--- src/rtl/cpu_pkg.sv ---
// Shared CPU definitions: instruction field layout, fetch FSM states and the opcode map.
// The decode ROM and the fetch unit both import this package.
package cpu_pkg;

  localparam int INST_W     = 16;
  localparam int OPCODE_W   = 4;
  localparam int OPCODE_MSB = 15;
  localparam int OPCODE_LSB = 12;

  typedef enum logic [1:0] {
    FETCH_HI = 2'd0,
    FETCH_LO = 2'd1,
    HOLD     = 2'd2
  } fetch_state_t;

  localparam logic [OPCODE_W-1:0] ADD  = 4'h0;
  localparam logic [OPCODE_W-1:0] SUB  = 4'h1;
  localparam logic [OPCODE_W-1:0] LAND = 4'h2;
  localparam logic [OPCODE_W-1:0] LOR  = 4'h3;
  localparam logic [OPCODE_W-1:0] LXOR = 4'h4;
  localparam logic [OPCODE_W-1:0] SHL  = 4'h5;
  localparam logic [OPCODE_W-1:0] SHR  = 4'h6;
  localparam logic [OPCODE_W-1:0] MOV  = 4'h7;
  localparam logic [OPCODE_W-1:0] LD   = 4'h8;
  localparam logic [OPCODE_W-1:0] ST   = 4'h9;
  localparam logic [OPCODE_W-1:0] JMP  = 4'hA;
  localparam logic [OPCODE_W-1:0] JZ   = 4'hB;
  localparam logic [OPCODE_W-1:0] JNZ  = 4'hC;
  localparam logic [OPCODE_W-1:0] CALL = 4'hD;
  localparam logic [OPCODE_W-1:0] RET  = 4'hE;
  localparam logic [OPCODE_W-1:0] LDI  = 4'hF;

endpackage

--- src/rtl/inst_fetch.sv ---
// Instruction fetch: two big-endian byte reads per instruction over req/ack, presented on valid/ready.
// 3 cycles per instruction at zero wait; no memory request while inst_valid waits on inst_ready.
module inst_fetch
  import cpu_pkg::*;
#(
  parameter int unsigned         ADDR_W   = 16,
  parameter logic [ADDR_W-1:0]   RESET_PC = '0
) (
  input  logic                  clk,
  input  logic                  rst_n,
  output logic                  mem_req,
  output logic [ADDR_W-1:0]     mem_addr,
  input  logic                  mem_ack,
  input  logic [7:0]            mem_rdata,
  output logic [INST_W-1:0]     inst,
  output logic [OPCODE_W-1:0]   opcode,
  output logic [ADDR_W-1:0]     inst_pc,
  output logic                  inst_valid,
  input  logic                  inst_ready,
  input  logic                  redirect,
  input  logic [ADDR_W-1:0]     redirect_pc
);

  localparam logic [ADDR_W-1:0] ONE     = ADDR_W'(1);
  localparam logic [ADDR_W-1:0] TWO     = ADDR_W'(2);
  localparam logic [ADDR_W-1:0] EVEN_MK = ~ONE;

  fetch_state_t      state;
  logic [ADDR_W-1:0] pc;
  logic [ADDR_W-1:0] pc_p1;
  logic [ADDR_W-1:0] pc_p2;
  logic [ADDR_W-1:0] target_pc;
  logic [7:0]        hi_byte;
  logic              discard;
  logic              ack;

  assign pc_p1     = pc + ONE;
  assign pc_p2     = pc + TWO;
  assign target_pc = redirect_pc & EVEN_MK;
  // an ack only counts against a request we are actually driving
  assign ack       = mem_req & mem_ack;
  assign opcode    = inst[OPCODE_MSB:OPCODE_LSB];

  always_ff @(posedge clk or negedge rst_n) begin
    if (!rst_n) begin
      state      <= FETCH_HI;
      pc         <= RESET_PC;
      discard    <= 1'b0;
      hi_byte    <= 8'h00;
      mem_req    <= 1'b0;
      mem_addr   <= RESET_PC;
      inst       <= '0;
      inst_pc    <= '0;
      inst_valid <= 1'b0;
    end else begin
      case (state)
        FETCH_HI, FETCH_LO: begin
          mem_req <= 1'b1;
          if (discard) begin
            // wrong-path byte still in flight: wait for it, then restart at the latest target
            if (redirect) pc <= target_pc;
            if (ack) begin
              discard  <= 1'b0;
              state    <= FETCH_HI;
              mem_addr <= redirect ? target_pc : pc;
            end
          end else if (redirect) begin
            pc <= target_pc;
            if (ack || !mem_req) begin
              state    <= FETCH_HI;
              mem_addr <= target_pc;
            end else begin
              discard <= 1'b1;
            end
          end else if (ack) begin
            if (state == FETCH_HI) begin
              hi_byte  <= mem_rdata;
              mem_addr <= pc_p1;
              state    <= FETCH_LO;
            end else begin
              inst       <= {hi_byte, mem_rdata};
              inst_pc    <= pc;
              inst_valid <= 1'b1;
              pc         <= pc_p2;
              mem_req    <= 1'b0;
              state      <= HOLD;
            end
          end
        end
        HOLD: begin
          if (redirect) begin
            pc         <= target_pc;
            inst_valid <= 1'b0;
            mem_addr   <= target_pc;
            mem_req    <= 1'b1;
            state      <= FETCH_HI;
          end else if (inst_valid && inst_ready) begin
            inst_valid <= 1'b0;
            mem_addr   <= pc;
            mem_req    <= 1'b1;
            state      <= FETCH_HI;
          end
        end
        default: begin
          mem_req <= 1'b0;
          state   <= FETCH_HI;
        end
      endcase
    end
  end

endmodule

--- config.mk ---
export PLATFORM = sky130hd
export DESIGN_NAME = inst_fetch
export DESIGN_NICKNAME = d
export VERILOG_FILES = /design/src/rtl/cpu_pkg.sv /design/src/rtl/inst_fetch.sv
export SDC_FILE = /design/constraint.sdc
export NUM_CORES = 1
export LEC_CHECK = 0
export CELL_PAD_IN_SITES_DETAIL_PLACEMENT = 1
export CELL_PAD_IN_SITES_GLOBAL_PLACEMENT = 1
export CORE_MARGIN = 2
export CORE_UTILIZATION = 40
export DETAILED_ROUTE_END_ITERATION = 16
export PLACE_DENSITY = 0.77
export SLEW_MARGIN = 40
export SYNTH_ARGS = -nofsm -noshare
export SYNTH_HDL_FRONTEND = slang
export SYNTH_SLANG_ARGS = --single-unit
--- constraint.sdc ---
create_clock -name clk -period 2.5 [get_ports clk]
set_input_delay 0.375 -clock clk [delete_from_list [all_inputs] [get_ports clk]]
set_output_delay 0.375 -clock clk [all_outputs]
set_load 0.02 [all_outputs]
==> flow_metrics.tcl, run 1 <==
set metrics [dict create \
    start_util 0.414 \
    numCtsBuffers 9 \
    power_mw 5.88 \
    hold_viol 0 \
    post-route-cell-area_mm2 0.00512 \
    antenna_found_initial 0 \
    grt-ovfl-total 0 \
    seq_area_mm2 0.00193 \
    multi_input_area_mm2 0.00188 \
    crit_arrival_ns 2.42 \
    ant_nets 0 \
    critPathCaptureType "flop" \
    clkLatencyLatePin_ns 0.36 \
    report.final.slew_viol_count 0 \
    viasPerCell 5.39 \
    seq_area_frac_synth 0.474 \
    critical_path_class "reg -> reg" \
    p_leak_nw 2.09 \
    fmax_ghz 0.460 \
    crit_path_start_kind "flop" \
    globalplace.congestion 0.813 \
    hpwl_um 7200 \
    dieArea_mm2 0.0110 \
    drc 0 \
    syn_to_final_growth_pct 26.0 \
    cts_root_buf "clkbuf_8" \
    wl_met2_um 4910 \
    clock-sinks 77 \
    track_usage 0.198 \
    io_pins 83 \
    via_count 3091 \
    status "complete, no violations" \
    fp-row-count 36 \
    ys_types 67 \
    synthesis.area_mm2 0.00406 \
    synth_top_flop_cell "dfrtp_1" \
    clock_skew_ns 0.0123 \
    wl_met3_um 633 \
    setup_violations 0 \
    slew-limit-headroom 0.616 \
    htreeDepth 3 \
    async_reset_ff_frac 1.00 \
    avgSynthCellArea_um2 11.1 \
    synth_nets 397 \
    synthCells 366 \
    cap_viol_max_count 0 \
    grt_pass1_wl_um 17500 \
    drtPass1Iterations 4 \
    drive_gt1_frac 0.161 \
    critPathRequiredTime_ns 2.75 \
    rsz0062_at_grt "no" \
    timing.final.crit_share 0.870 \
    synth_seq_cells 77 \
    cts_setup_buffers 0 \
    synth_edf_count 0 \
    cts_hold_buf 0 \
    core-area_mm2 0.00982 \
    nFillCells 1094 \
    layout.nets 467 \
    die_w_um 105 \
    grt_max_degree 45 \
    dpl_cell_area_mm2 0.00490 \
    io_buffers 81 \
    totalWireLength_um 10200 \
    drt_iter0_markers 133 \
    die_height_um 105 \
    cts_tree "built" \
    num_antenna_cells 0 \
    period_needed_ns 2.17 \
    ys_warn_count 0 \
    power-per-cell-area_mw_per_mm2 1150 \
    ir_worst_vdd_v 0.000546 \
    grt_pass1_vias 3349 \
    wl_met1_um 4520 \
    clkTransAtPathRegs_ns 0.09 \
    clk_path_buf_depth 2 \
    worst_pin_slew_ns 0.577 \
    cts_resized 0 \
    route.top_layer_used "met4" \
    cp_max_fo 21 \
    min_path_type "in -> async" \
    tns_ns 0 \
    wl_per_cell_um 17.7 \
]
[registers in the layout, summed over array words and instances (netlist names), 2 cells and up]
name,flops
inst_pc,16
inst,16
mem_addr,16
state,2
pc,16
hi_byte,8
[cells in the mapped netlist, drive strengths merged (2+ instances only)]
library cell | instances | area share
o21ai | 22 | 0.028
ha | 2 | 0.0062
nor3 | 10 | 0.016
o22a | 4 | 0.0086
and4 | 2 | 0.0043
xor2 | 7 | 0.015
o21a | 2 | 0.0037
xnor2 | 3 | 0.0065
buf | 26 | 0.051
o31ai | 7 | 0.019
mux2 | 42 | 0.12
a21oi | 22 | 0.027
o22ai | 3 | 0.0046
a22o | 2 | 0.0043
a31oi | 5 | 0.0077
a21o | 6 | 0.011
nor4 | 5 | 0.015
or4 | 2 | 0.0046
clkbuf | 5 | 0.0049
or3 | 2 | 0.0031
o2bb2ai | 2 | 0.0043
nor2 | 25 | 0.024
and2 | 3 | 0.0049
mux2i | 7 | 0.017
nand4 | 5 | 0.017
inv | 4 | 0.0043
nand3 | 11 | 0.016
nand2b | 6 | 0.0092
nand2 | 30 | 0.028
dfrtp | 77 | 0.47
[placed cells by master (no fill, tap or decap), drive strengths merged, types with 9 or more instances in the layout]
| master | n |
|---|---|
| o21ai | 22 |
| buf | 11 |
| a21oi | 22 |
| nor3 | 10 |
| mux2 | 42 |
| nand3 | 11 |
| dfrtp | 77 |
| clkbuf | 9 |
| nand2 | 30 |
| clkdlybuf4s50 | 80 |
| nor2 | 25 |
[worst paths after layout]
check	startpoint	to	slack (ns)	cells past startpoint
min in group clk	mem_addr[5]$_DFFE_PN0P_	mem_addr[5]$_DFFE_PN0P_	0.49	2
worst max-delay path	state[1]$_DFFE_PN0P_	mem_addr[1]$_DFFE_PN0P_	0.33	5
worst min register to register	mem_addr[5]$_DFFE_PN0P_	mem_addr[5]$_DFFE_PN0P_	0.49	2
worst max register to register	state[1]$_DFFE_PN0P_	mem_addr[1]$_DFFE_PN0P_	0.33	5
max in group asynchronous	rst_n	inst_pc[15]$_DFFE_PN0P_	1.81	2
worst min-delay path	rst_n	mem_addr[3]$_DFFE_PN0P_	0.006	1
[stage by stage]
step / hold WS (ns) / util / setup WS (ns) / cells
4_1_cts: 0.0234 / 0.521 / 0.310 / 574
3_5_place_dp: 0.421 / 0.499 / 0.151 / 558
5_1_grt: 0.0420 / 0.521 / 0.138 / 574
2_1_floorplan: 0.0794 / - / 0.735 / 366
6_report: 0.00608 / 0.521 / 0.325 / 574
3_3_place_gp: 0.414 / 0.499 / 0.195 / 558
[report_power, final]
group / leakage [nW] / internal [mW] / switching [mW]
combinational: 1.06 / 1.28 / 1.30
clock: 0.105 / 0.557 / 0.486
sequential: 0.924 / 1.78 / 0.487
[critical path, cell delays in order, from the launching register on]
cell and delay (ns):
dfrtp_1 0.51, nor2b_4 0.55, nand3_1 0.27, nand3_2 0.14
buf_4 0.25, mux2_1 0.34
[final cells by class]
| class | count | area share |
|---|---|---|
| clock inverters | 7 | 0.0176 |
| multi-input cells | 253 | 0.368 |
| inverters | 4 | 0.00342 |
| repair buffers | 91 | 0.178 |
| flip-flops and latches | 77 | 0.377 |
| clock buffers | 9 | 0.0242 |
| well taps | 133 | 0.0325 |
[kinds of logic (layout without fill, tap and decap cells)]
family          Yosys count  after routing  share of synthesized area
buf+inv                  36            111                     0.0619
xor+xnor                 10             10                     0.0216
simple gates            107            107                      0.159
mux                      49             49                      0.134
compound gates           85             85                      0.143
fa+ha+maj                 2              2                    0.00616
flops                    77             77                      0.474
[layer usage]
metal / GRT usage / vias up
met5: 0 / -
met4: 0.0467 / 0
met3: 0.0674 / 8
met2: 0.328 / 81
met1: 0.250 / 1548
li1: - / 1454
Note: power is estimated with default switching activity, not from simulation.
==> run 2: changes to the inputs <==
--- a/config.mk
+++ b/config.mk
@@ -7,10 +7,9 @@
 export LEC_CHECK = 0
 export CELL_PAD_IN_SITES_DETAIL_PLACEMENT = 1
 export CELL_PAD_IN_SITES_GLOBAL_PLACEMENT = 1
-export CORE_MARGIN = 2
 export CORE_UTILIZATION = 40
 export DETAILED_ROUTE_END_ITERATION = 16
-export PLACE_DENSITY = 0.77
+export PLACE_DENSITY_LB_ADDON = 0.1
 export SLEW_MARGIN = 40
 export SYNTH_ARGS = -nofsm -noshare
 export SYNTH_HDL_FRONTEND = slang
==> flow_metrics.tcl, run 2 (same netlist as run 1, synthesis figures left out) <==
set metrics [dict create \
    hold_viol 0 \
    wl_per_cell_um 17.9 \
    status "complete, no violations" \
    globalplace.congestion 0.784 \
    grt_use_met2 0.356 \
    cts_setup_buffers 0 \
    whs_ns 0.0337 \
    report.final.slew_viol_count 0 \
    mostFrequentLayoutCell "clkdlybuf4s50_1" \
    antenna_found_initial 0 \
    hpwl_um 7370 \
    clkLatencyLatePin_ns 0.36 \
    drtPass1Iterations 4 \
    ant_nets 0 \
    numCtsBuffers 9 \
    grt-ovfl-total 0 \
    setup_violations 0 \
    worst_pin_slew_ns 0.646 \
    via_count 3108 \
    fmax_ghz 0.480 \
    fp-row-count 36 \
    power_mw 6.06 \
    totalWireLength_um 10300 \
    drt_iter0_markers 79 \
    crit_slowest_cell "dfrtp_1" \
    cts_resized 0 \
    power-per-cell-area_mw_per_mm2 1170 \
    die_w_um 103 \
    p_leak_nw 2.12 \
    io_pins 83 \
    critical_path_class "reg -> reg" \
    io_buffers 81 \
    critPathRequiredTime_ns 2.77 \
    post-route-cell-area_mm2 0.00518 \
    critPathCaptureType "flop" \
    ir_worst_vdd_v 0.000601 \
    rsz0062_at_grt "no" \
    period_needed_ns 2.08 \
    slew-limit-headroom 0.569 \
    grt_most_used_layer "met2" \
    drive_gt1_frac 0.167 \
    syn_to_final_growth_pct 27.6 \
    grt_max_degree 48 \
    min_path_type "in -> async" \
    grt_pass1_vias 3264 \
    start_util 0.414 \
    crit_arrival_ns 2.36 \
    use_met1 0.274 \
    dpl_cell_area_mm2 0.00494 \
    clock-sinks 77 \
    cts_hold_buf 0 \
    die_height_um 103 \
    core-area_mm2 0.00982 \
    cts_tree "built" \
    timing.final.crit_share 0.834 \
    path_cells "ha_1 > nand2_1 > nor4_4 > nand4_1 > mux2_2 > o21ai_1" \
    track_usage 0.214 \
    drc 0 \
    htreeDepth 3 \
    mostFrequentLayoutCells "clkdlybuf4s50_1 (80), dfrtp_1 (77), nand2_1 (29), nor2_1 (23), a21oi_1 (22)" \
    clk_path_buf_depth 2 \
    cp_max_fo 7 \
    viasPerCell 5.39 \
    crit_path_start_kind "flop" \
    grt_use_met3 0.0590 \
    clkTransAtPathRegs_ns 0.09 \
    cap_viol_max_count 0 \
    num_antenna_cells 0 \
    clock_skew_ns 0.0205 \
    nFillCells 1100 \
    slowest_delay_ns 0.52 \
    grt_pass1_wl_um 17000 \
    tns_ns 0 \
    dieArea_mm2 0.0106 \
    layout.nets 470 \
    cts_root_buf "clkbuf_8" \
]
-- run 2: cell type report --
class	instances	area [um2]	share of cell area
flip-flops and latches	77	1930	0.372
multi-input cells	253	1880	0.363
repair buffers	94	943	0.182
well taps	133	166	0.0321
clock buffers	9	124	0.0239
clock inverters	7	120	0.0232
inverters	4	17.5	0.00338
-- run 2: per-stage QoR --
stage	utilization	setup slack, ns	std cells
after floorplan	-	0.735	366
after global placement	0.503	0.237	561
after detailed placement	0.503	0.168	561
after CTS	0.528	0.386	577
after global routing	0.528	0.205	577
final	0.528	0.415	577
-- run 2: critical path: cells and delay by family, from the launching register on --
family	cells	cell delay, ns
simple gates	3	0.75
flops	1	0.52
mux	1	0.33
fa+ha+maj	1	0.29
compound gates	1	0.11
-- run 2: where the power goes --
part,switching [mW],internal (mW)
Combinational,1.32,1.30
Sequential,0.482,1.78
Clock,0.511,0.669
-- run 2: path summary, 6_finish.rpt --
check / from / to / slack [ns] / depth (start not counted)
min: rst_n / mem_addr[3]$_DFFE_PN0P_ / 0.03 / 1
min in group clk: mem_addr[15]$_DFFE_PN0P_ / mem_addr[15]$_DFFE_PN0P_ / 0.48 / 2
max reg2reg: pc[2]$_DFFE_PN0P_ / mem_addr[15]$_DFFE_PN0P_ / 0.42 / 6
max in group asynchronous: rst_n / pc[5]$_DFFE_PN0P_ / 1.84 / 2
max: pc[2]$_DFFE_PN0P_ / mem_addr[15]$_DFFE_PN0P_ / 0.42 / 6
min reg2reg: mem_addr[15]$_DFFE_PN0P_ / mem_addr[15]$_DFFE_PN0P_ / 0.48 / 2
-- run 2: layer usage --
| layer | share of wire | wire length, um |
|---|---|---|
| met5 | 0 | 0 |
| met4 | 0.010 | 108 |
| met3 | 0.053 | 549 |
| met2 | 0.48 | 5000 |
| met1 | 0.45 | 4670 |
